`src/rtl/pl_fetch_pc_unit_if.sv`:
```
// Fetch-stage bundle between the PC/IF-ID unit and the rest of the core:
// redirect and hazard controls in, fetch address and Decode-stage contents out.
interface pl_fetch_pc_unit_if;
    logic [1:0]  PCSrcE;
    logic [31:0] PCTargetE;
    logic [31:0] ALUResultE;
    logic        StallF;
    logic        StallD;
    logic        FlushD;
    logic [31:0] InstrF;
    logic [31:0] PCF;
    logic [31:0] InstrD;
    logic [31:0] PCD;
    logic [31:0] PCPlus4D;
    logic        ValidD;
    logic        RedirectE;
    logic        MisalignF;

    modport master (
        output PCSrcE, PCTargetE, ALUResultE, StallF, StallD, FlushD, InstrF,
        input  PCF, InstrD, PCD, PCPlus4D, ValidD, RedirectE, MisalignF
    );

    modport slave (
        input  PCSrcE, PCTargetE, ALUResultE, StallF, StallD, FlushD, InstrF,
        output PCF, InstrD, PCD, PCPlus4D, ValidD, RedirectE, MisalignF
    );
endinterface

```
`src/rtl/pl_fetch_pc_unit.sv`:
```
// Fetch PC sequencer and IF/ID register for the pipelined RV32I core.
// Define FETCH_MISALIGN_CHK_EN to trap misaligned redirect targets instead of masking them.
module pl_fetch_pc_unit #(
    parameter logic [31:0] RESET_PC  = 32'h0000_0000,
    parameter logic [31:0] NOP_INSTR = 32'h0000_0013
) (
    input logic               clk,
    input logic               rst,
    pl_fetch_pc_unit_if.slave bus
);
    logic [31:0] pcf_q, pcf_d;
    logic [31:0] instr_dec_q, instr_dec_d;
    logic [31:0] pc_dec_q, pc_dec_d;
    logic [31:0] pc_plus4_dec_q, pc_plus4_dec_d;
    logic        valid_dec_q, valid_dec_d;
    logic        misalign_q, misalign_d;

    logic [31:0] pc_plus4_f;
    logic [31:0] target_raw;
    logic [31:0] target;
    logic        redirect;
    logic        misalign_set;
    logic        freeze_pc;
    logic        flush_dec;
    logic        unused_bits;

    assign pc_plus4_f = pcf_q + 32'd4;
    assign redirect   = (bus.PCSrcE != 2'b00);

    // The reserved code 10 falls through to the sequential address.
    always_comb begin
        // NOTE: every always_comb output gets a default first so no path can infer a latch.
        target_raw = pc_plus4_f;
        case (bus.PCSrcE)
            2'b01:   target_raw = bus.PCTargetE;
            2'b11:   target_raw = {bus.ALUResultE[31:1], 1'b0};
            default: target_raw = pc_plus4_f;
        endcase
    end

`ifdef FETCH_MISALIGN_CHK_EN
    assign target       = target_raw;
    assign misalign_set = redirect && (target_raw[1:0] != 2'b00);
    assign freeze_pc    = misalign_q || misalign_set;
    assign unused_bits  = bus.ALUResultE[0];
`else
    assign target       = {target_raw[31:2], 2'b00};
    assign misalign_set = 1'b0;
    assign freeze_pc    = 1'b0;
    assign unused_bits  = ^{bus.ALUResultE[0], target_raw[1:0]};
`endif

    always_comb begin
        pcf_d = pcf_q;
        if (freeze_pc) begin
            pcf_d = pcf_q;
        end else if (redirect) begin
            pcf_d = target;
        end else if (!bus.StallF) begin
            pcf_d = pc_plus4_f;
        end
    end

    // A trapped core keeps squashing Decode every cycle until reset.
    assign flush_dec = bus.FlushD || redirect || misalign_q;

    always_comb begin
        instr_dec_d    = instr_dec_q;
        pc_dec_d       = pc_dec_q;
        pc_plus4_dec_d = pc_plus4_dec_q;
        valid_dec_d    = valid_dec_q;
        if (flush_dec) begin
            instr_dec_d    = NOP_INSTR;
            pc_dec_d       = 32'd0;
            pc_plus4_dec_d = 32'd0;
            valid_dec_d    = 1'b0;
        end else if (!bus.StallD) begin
            instr_dec_d    = bus.InstrF;
            pc_dec_d       = pcf_q;
            pc_plus4_dec_d = pc_plus4_f;
            valid_dec_d    = 1'b1;
        end
        misalign_d = misalign_q || misalign_set;
    end

    // NOTE: state flops use non-blocking assignments; reset is synchronous, so it lives inside the clocked branch.
    always_ff @(posedge clk) begin
        if (rst) begin
            pcf_q          <= RESET_PC;
            instr_dec_q    <= NOP_INSTR;
            pc_dec_q       <= 32'd0;
            pc_plus4_dec_q <= 32'd0;
            valid_dec_q    <= 1'b0;
            misalign_q     <= 1'b0;
        end else begin
            pcf_q          <= pcf_d;
            instr_dec_q    <= instr_dec_d;
            pc_dec_q       <= pc_dec_d;
            pc_plus4_dec_q <= pc_plus4_dec_d;
            valid_dec_q    <= valid_dec_d;
            misalign_q     <= misalign_d;
        end
    end

    assign bus.PCF       = pcf_q;
    assign bus.InstrD    = instr_dec_q;
    assign bus.PCD       = pc_dec_q;
    assign bus.PCPlus4D  = pc_plus4_dec_q;
    assign bus.ValidD    = valid_dec_q;
    assign bus.RedirectE = redirect;
    assign bus.MisalignF = misalign_q;
endmodule
```
`src/flat_wrapper.sv`:
```
// flat-port wrapper written by rule: the top's interface ports become plain ports
module pl_fetch_pc_unit_flat 
#(
    parameter logic [31:0] RESET_PC  = 32'h0000_0000,
    parameter logic [31:0] NOP_INSTR = 32'h0000_0013
)
  (clk, rst, bus_PCSrcE, bus_PCTargetE, bus_ALUResultE, bus_StallF, bus_StallD, bus_FlushD, bus_InstrF, bus_PCF, bus_InstrD, bus_PCD, bus_PCPlus4D, bus_ValidD, bus_RedirectE, bus_MisalignF);
  pl_fetch_pc_unit_if bus_i ();
  input logic clk;
  input logic rst;
  input wire logic [$bits(bus_i.PCSrcE)-1:0] bus_PCSrcE;
  input wire logic [$bits(bus_i.PCTargetE)-1:0] bus_PCTargetE;
  input wire logic [$bits(bus_i.ALUResultE)-1:0] bus_ALUResultE;
  input wire logic [$bits(bus_i.StallF)-1:0] bus_StallF;
  input wire logic [$bits(bus_i.StallD)-1:0] bus_StallD;
  input wire logic [$bits(bus_i.FlushD)-1:0] bus_FlushD;
  input wire logic [$bits(bus_i.InstrF)-1:0] bus_InstrF;
  output wire logic [$bits(bus_i.PCF)-1:0] bus_PCF;
  output wire logic [$bits(bus_i.InstrD)-1:0] bus_InstrD;
  output wire logic [$bits(bus_i.PCD)-1:0] bus_PCD;
  output wire logic [$bits(bus_i.PCPlus4D)-1:0] bus_PCPlus4D;
  output wire logic [$bits(bus_i.ValidD)-1:0] bus_ValidD;
  output wire logic [$bits(bus_i.RedirectE)-1:0] bus_RedirectE;
  output wire logic [$bits(bus_i.MisalignF)-1:0] bus_MisalignF;
  assign bus_i.PCSrcE = bus_PCSrcE;
  assign bus_i.PCTargetE = bus_PCTargetE;
  assign bus_i.ALUResultE = bus_ALUResultE;
  assign bus_i.StallF = bus_StallF;
  assign bus_i.StallD = bus_StallD;
  assign bus_i.FlushD = bus_FlushD;
  assign bus_i.InstrF = bus_InstrF;
  assign bus_PCF = bus_i.PCF;
  assign bus_InstrD = bus_i.InstrD;
  assign bus_PCD = bus_i.PCD;
  assign bus_PCPlus4D = bus_i.PCPlus4D;
  assign bus_ValidD = bus_i.ValidD;
  assign bus_RedirectE = bus_i.RedirectE;
  assign bus_MisalignF = bus_i.MisalignF;
  pl_fetch_pc_unit #(.RESET_PC(RESET_PC), .NOP_INSTR(NOP_INSTR)) u_core (.clk(clk), .rst(rst), .bus(bus_i));
endmodule
```
`config.mk`:
```
export PLATFORM = sky130hd
export DESIGN_NAME = pl_fetch_pc_unit_flat
export DESIGN_NICKNAME = d
export VERILOG_FILES = /design/src/rtl/pl_fetch_pc_unit_if.sv /design/src/rtl/pl_fetch_pc_unit.sv /design/src/flat_wrapper.sv
export SDC_FILE = /design/constraint.sdc
export NUM_CORES = 1
export LEC_CHECK = 0
export ABC_CLOCK_PERIOD_IN_PS = 5200
export BUFFER_PORTS_ARGS = -buffer_cell sky130_fd_sc_hd__buf_2
export CORE_MARGIN = 3
export CORE_UTILIZATION = 35
export DETAILED_ROUTE_END_ITERATION = 16
export PLACE_DENSITY_LB_ADDON = 0.08
export SETUP_SLACK_MARGIN = 0.1
export SYNTH_ARGS = -nofsm -noshare
export SYNTH_HDL_FRONTEND = slang
export SYNTH_SLANG_ARGS = --single-unit
```
`constraint.sdc`:
```
create_clock -name clk -period 5.2 [get_ports clk]
set_input_delay 0.26 -clock clk [delete_from_list [all_inputs] [get_ports clk]]
set_output_delay 0.26 -clock clk [all_outputs]
set_load 0.005 [all_outputs]
```
==> Word-level counts from Yosys, hierarchy flattened <==
Cells that the tools add are included.
{ "op_classes": {"div": 0, "multipliers": 0, "shift": 0, "n_reduce_logical": 4, "n_mux": 3, "n_lt_le_gt_ge": 0, "eq_ne": 3, "bitwise": 0, "add_sub_neg": 1} }
{ "ops": {"columns": ["cell", "n"], "rows": [
  ["2-to-1 mux 32 bit", 2],
  ["one-hot mux 32 bit (2 select lines)", 1],
  ["adder 32 x 3 -> 32 bit (second input constant)", 1],
  ["OR reduction 2 bit", 2],
  ["== test 2 x 1 -> 1 bit (second input constant)", 1],
  ["== test 2 bit (second input constant)", 1],
  ["inequality test 2 x 1 -> 1 bit (second input constant)", 1],
  ["nonzero test 2 bit", 1],
  ["logical OR 1 bit", 1]
]} }
{ "totals": {"latchBits": 0, "mem_bits_rw": 0, "register_bits": 129, "word_cells": 17, "in_bits": 103, "output_inout_bits": 131, "rom_bits": 0, "n_memories": 0} }

==> Depth between registers and ports, before layout <==
Gate-level depths: netlist (run 1).
{ "depth": {"ltp_word": 3, "ltp_mapped": 7, "mapped_depth_nobuf": 6} }

==> Worst setup path before layout (run 1) <==
Ideal clock, no wire load.
{ "synth_timing": {"kind": "register to register", "startpoint": "register u_core.pcf_q[2] (netlist: u_core.bus.PCF[2])", "endpoint": "register u_core.pcf_q[20] (netlist: u_core.bus.PCF[20])", "path_stages_with_launch": 8, "t_arrival_ps": 2221, "required_ps": 5120, "slack_ps": 2899, "path_buffers": 1, "setup_ps": 80, "cell_sequence": "dfxtp_1 -> ha_1 -> nand4_1 -> or4_1 -> buf_2 -> or3_1 -> a21o_1 -> a211oi_2"} }
{ "synth_via": {"elab_chain_len": 3, "elab_cells_between_ends": 4, "classes_between": "add/sub: 1; mux: 3"} }
{ "synth_rtl": {"columns": ["item", "line", "text"], "rows": [
  ["start, declared", "pl_fetch_pc_unit.sv:11", "logic [31:0] pcf_q, pcf_d;"],
  ["start signal, assigned", "pl_fetch_pc_unit.sv:96", "pcf_q <= pcf_d;"],
  ["adder 32 x 3 -> 32 bit (*)", "pl_fetch_pc_unit.sv:27", "assign pc_plus4_f = pcf_q + 32'd4;"],
  ["one-hot mux 32 bit (2 select lines) / 2-to-1 mux 32 bit (equally long branches)", "pl_fetch_pc_unit.sv:34, pl_fetch_pc_unit.sv:59", null],
  ["2-to-1 mux 32 bit (*)", "pl_fetch_pc_unit.sv:57", "end else if (redirect) begin"]
]} }
Mark *: on every way between the ends. The rest lies on a longest branch, timed or not. The select of a mux whose other input is x is not followed.
A chain may end at the register's enable or synchronous reset.

==> Final worst setup path (run 1) <==
Ends and elaborated chain as after synthesis.

==> impl_metrics.yaml, run 1 <==
pwr:
  power.leakage_nw: 3.46
  power_density_nw_per_um2: 322
  vdd_ir_drop_max_mv: 0.204
timing:
  hold_violations: 0
  period_share_pct: 52.4
  skew_ns: 0.00884
  max_freq_mhz: 367
  tightest_slew_ns: 0.994
  setup_tns_ns: 0
  rsz0062_at_grt: "no"
  max_slew_margin_pct: 33.1
  period_needed_ns: 2.73
  setup_viol: 0
  slew_viol_final: 0
global_routing:
  grt_max_degree: 61
  grt_antenna_before_repair: 0
  first_global_vias: 5664
  grt.overflow.total: 0
  grt_pass1_wl_um: 30400
  grtUsageTotal_pct: 21.1
  grt_busiest_layer: "met2"
  gr-usage-met3_pct: 4.42
  grt_util_met2_pct: 35.6
  grt_use_met1_pct: 26.8
layout:
  n_antenna_cell: 0
  nFillCells: 1626
  utilization_pct: 47.3
  syn_to_final_growth_pct: 30.0
  drive_gt1_share_pct: 30.4
  nNetsFinal: 998
  fin_area_um2: 7630
  multi_input_area_um2: 3100
  regArea_um2: 2460
status:
  outcome: "complete, no violations"
setup_path:
  crit_type: "flop to flop"
  critPathRequiredTime_ns: 5.53
  critPathMaxFanout: 8
  cp-end-kind: "flop"
  arrival_ns: 3.06
  startpoint_type: "flop"
synthesis:
  synth-edff-count: 0
  synth-xor-area-share_pct: 2.84
  syn_area_per_cell_um2: 8.30
  synthMuxAreaShare_pct: 12.4
  yosysTopAreaCell: "dfxtp_1"
  yosysWarningCount: 0
  synthAdderAreaFrac_pct: 0.213
  synth-main-ff-cell: "dfxtp_1"
  synth_top_area_share_pct: 42.0
  synth_top_family_by_area: "simple AND/OR/NAND/NOR gates"
  synth_area_leaders: "dfxtp_1 42%, mux2i_1 12%, nor2_1 6.9%"
  async_flop_share_pct: 0
  synth_cell_type_count: 53
  netlist_instances: 707
  yosys.area_share.simple_pct: 21.1
  ys_seq_area_share_pct: 42.0
  syn-cell-area_um2: 5870
  ys_ff_latch: 123
  synth-compound-area-share_pct: 15.7
route:
  vias: 5849
  drtAntennaViolNets: 0
  first_iter_violations: 280
  vias_per_cell: 5.21
  totalWireLength_um: 19800
  dr.pass1.iters: 5
  post_drt_wl_per_cell_um: 17.7
  drc_errors: 0
cts:
  cts_tree: "done"
  cts_setup_buffers: 0
  cts_buffers: 17
  hold_buffers: 0
  clk_pin_slew_worst_paths_ns: 0.06
  cts.path.max_buffers: 2
  cts_num_sinks: 123
  h-tree-depth: 4
  root_buffer: "clkbuf_16"
  clkLatencyLatePin_ns: 0.41
  cts.repair.resized: 0
floorplanning:
  initial_utilization_pct: 36.4
  die-area_um2: 18400
  fp.coreArea_um2: 16100
  num_rows: 46
  die_x_um: 135
  die_h_um: 135
  pin_count: 234
placed_design:
  place_congestion: 0.867
  dpl-instance-area_um2: 7030
  dp_hpwl_um: 14300
  io_buffers: 222
flow_run:
  drv_cap: 0
min_path:
  hold_class: "input port to flop"
==> Yosys cell counts, types with 8 or more instances <==
cell type and count:
a211oi_1 16, a21oi_1 72, buf_1 13, buf_4 11
clkbuf_1 38, dfxtp_1 123, inv_1 10, mux2i_1 68
nand2_1 51, nand3_1 20, nand4_1 9, nor2_1 108
nor3_1 23, nor4_1 13, o21ai_0 28, xnor2_1 11
xor2_1 8
==> placed cells by master, fill, tap and decap left out, drive strengths merged, types with 5 or more instances in the layout <==
cell,synthesis,routed
a211oi,18,18
a21oi,72,72
a221oi,5,5
a31oi,5,5
and3,5,5
buf,29,229
clkbuf,38,20
clkinv,0,5
conb,1,7
dfxtp,123,123
inv,10,12
mux2i,68,68
nand2,51,51
nand3,21,21
nand4,10,10
nor2,108,108
nor3,23,23
nor4,14,14
o21ai,28,28
or3,6,6
xnor2,11,11
xor2,8,8
==> logic make-up after synthesis <==
kind of cell / Yosys count
other cells: 1
mux: 72
xor+xnor: 19
flops: 123
simple gates: 262
buf+inv: 77
compound gates: 152
fa+ha+maj: 1
==> stage by stage <==
step | std cells | worst slack (ns) | power, W | hold WS, ns
2_1_floorplan | 713 | 2.90 | 0.00119 | 0.385
3_3_place_gp | 1091 | 2.53 | 0.00129 | 0.436
3_5_place_dp | 1091 | 2.49 | 0.00129 | 0.440
4_1_cts | 1123 | 2.49 | 0.00249 | 0.0493
5_1_grt | 1123 | 2.33 | 0.00256 | 0.0692
6_report | 1123 | 2.47 | 0.00246 | 0.0642
==> worst max-delay path, stage by stage, from the launching register on <==
cell and delay [ns]:
dfxtp_1 0.50, ha_1 0.32, nand4_1 0.26, or4_1 0.76, or3_1 0.42, a21o_1 0.19
a211oi_2 0.19
==> final timing paths <==
kind,endpoint,from,cells past startpoint,slack [ns]
worst min register to register,u_core.bus.ValidD,u_core.bus.ValidD,2,0.45
worst max register to register,u_core.bus.PCF[20],u_core.bus.PCF[2],6,2.47
worst max-delay path,u_core.bus.PCF[20],u_core.bus.PCF[2],6,2.47
worst min-delay path,u_core.bus.InstrD[1],bus_InstrF[1],3,0.06
==> power by group <==
part / switching (W) / internal, W / total (W)
Clock: 0.000449 / 0.000735 / 0.00118
Combinational: 0.000140 / 0.000117 / 0.000258
Sequential: 0.0000484 / 0.000967 / 0.00102
Total: 0.000637 / 0.00182 / 0.00246
==> flip-flops by register name, indices dropped and copies added, names as in the netlist <==
| name | count |
|---|---|
| u_core.bus.InstrD | 32 |
| u_core.bus.PCD | 30 |
| u_core.bus.PCPlus4D | 30 |
| u_core.bus.ValidD | 1 |
| u_core.bus.PCF | 30 |
==> per-layer routing <==
| layer | up-vias | wire length [um] |
|---|---|---|
| li1 | 2865 | - |
| met1 | 2721 | 8330 |
| met2 | 232 | 9740 |
| met3 | 31 | 1340 |
| met4 | 0 | 426 |
| met5 | - | 0 |
==> cell type report <==
class                      count  area share (%)
sequential                   123            32.3
clock inverter                12            1.84
clock buffer                  20            5.99
multi-input combinational    513            40.6
inverter                      10           0.492
timing repair buffer         229            15.3
tap                          216            3.54
No activity file was read; power rests on OpenSTA's default activity.
==> run 2, diff against run 1 <==
ABC_CLOCK_PERIOD_IN_PS = 2200   (was 5200)
clock period = 2.2 ns   (was 5.2 ns; I/O delays follow)
==> impl_metrics.yaml, run 2 (synthesized netlist as in run 1, its figures left out) <==
layout:
  drive_gt1_share_pct: 34.2
  utilization_pct: 52.3
  syn_to_final_growth_pct: 43.6
  final_common_cell: "buf_2"
  nNetsFinal: 1082
  fin_area_um2: 8420
  largest_reg_flops: 32
  final_cell_mix: "221 x buf_2, 121 x dfxtp_1, 108 x nor2_1"
  n_antenna_cell: 0
setup_path:
  r2r_start: "u_core.bus.PCF[3]"
  critPathMaxFanout: 6
  reg2reg_to: "u_core.bus.PCF[20]"
  startpoint_type: "flop"
  crit_path_start: "u_core.bus.PCF[3]"
  ff2ff_path_depth: 6
  reg2reg_slack_ns: 0.16
  arrival_ns: 2.38
  crit_type: "flop to flop"
  cp-end-kind: "flop"
  critPathRequiredTime_ns: 2.54
timing:
  skew_ns: 0.00681
  max_slew_margin_pct: 60.6
  hold_violations: 0
  period_share_pct: 92.7
  max_freq_mhz: 490
  setup_tns_ns: 0
  setup_viol: 0
  period_needed_ns: 2.04
  rsz0062_at_grt: "yes"
  slew_viol_final: 0
  tightest_slew_ns: 0.588
min_path:
  hold_class: "input port to flop"
  hp-start: "bus_ALUResultE[3]"
  min_to: "u_core.bus.PCF[3]"
  hold_path_depth: 3
placed_design:
  dpl-instance-area_um2: 7450
  dp_hpwl_um: 15700
  place_congestion: 0.895
  io_buffers: 222
global_routing:
  grt_antenna_before_repair: 0
  grt.overflow.total: 0
  grt_max_degree: 54
  grt_pass1_wl_um: 33300
  grtUsageTotal_pct: 23.4
  first_global_vias: 6257
route:
  drtAntennaViolNets: 0
  dr.pass1.iters: 5
  totalWireLength_um: 21500
  drc_errors: 0
  post_drt_wl_per_cell_um: 17.8
  vias: 6270
  vias_per_cell: 5.19
  first_iter_violations: 293
pwr:
  vdd_ir_drop_max_mv: 0.543
  power_w: 0.00596
  power_density_nw_per_um2: 708
  power.leakage_nw: 3.87
floorplanning:
  fp.coreArea_um2: 16100
  num_rows: 46
  initial_utilization_pct: 36.4
  pin_count: 234
  die-area_um2: 18400
  die_h_um: 135
  die_x_um: 135
status:
  outcome: "complete, no violations"
cts:
  cts_buffers: 17
  cts_tree: "done"
  clk_pin_slew_worst_paths_ns: 0.06
  h-tree-depth: 4
  cts.path.max_buffers: 2
  cts_num_sinks: 123
  root_buffer: "clkbuf_16"
  clkLatencyLatePin_ns: 0.42
flow_run:
  drv_cap: 0
==> run 2: cell types whose count changed in the layout (fill, tap and decap cells not counted), sizes merged <==
cell / change
clkinvlp: -1
buf: +52
clkinv: -2
dlygate4sd3: +32
clkbuf: -2
inv: +5
==> run 2: critical path: stages (launching register included) <==
cell	delay, ns
dfxtp_4	0.37
ha_4	0.13
nand4_1	0.11
or4_4	0.60
or3_4	0.41
a21o_1	0.17
a211oi_2	0.17
==> run 2: layout make-up <==
class	instances	area, um2
Inverter	10	37.5
Clock inverter	14	156
Sequential cell	123	2470
Fill cell	1604	7690
Clock buffer	18	439
Multi-Input combinational cell	513	3150
Tap cell	216	270
Timing Repair Buffer	313	1900
==> run 2: worst max-delay path by stage <==
stage	slack, ns	cells past startpoint	to
4_1_cts	0.12	7	u_core.bus.PCPlus4D[28]
6_report	0.16	6	u_core.bus.PCF[20]
5_1_grt	0.08	6	u_core.bus.PCF[20]
3_5_place_dp	0.04	6	u_core.bus.PCF[20]
3_3_place_gp	0.09	6	u_core.bus.PCF[20]
2_1_floorplan	0.11	6	u_core.bus.PCF[20]
==> run 2: stage by stage <==
stage / setup slack, ns / cells / hold WS (ns)
finish: 0.160 / 1207 / 0.0290
global route: 0.0835 / 1207 / 0.0323
CTS: 0.118 / 1205 / 0.0101
detailed placement: 0.0420 / 1141 / 0.330
global placement: 0.0901 / 1141 / 0.325
floorplan: 0.106 / 713 / 0.235
==> run 2: timing repair <==
action / 4_1_cts / 5_1_grt
setup endpoints to repair: 3 / 8
buffers inserted: 0 / 2
cloned: 0 / 0
resized for setup: 1 / 7
hold buffers: 32 / 0
pin swaps: 0 / 5
endpoints found under the hold margin: 32 / 0
==> run 2: power breakdown <==
part	internal (W)	switching, W	total, W
logic	0.000377	0.000427	0.000804
clock network	0.00172	0.00110	0.00282
registers	0.00229	0.0000534	0.00234
total	0.00438	0.00158	0.00596
==> run 2: metal layers <==
layer	vias to the layer above	routed length [um]	global-route usage, %
met4	0	495	8.23
met1	2973	9000	28.8
li1	3032	-	-
met5	-	0	0
met3	35	1280	5.27
met2	230	10700	40.1
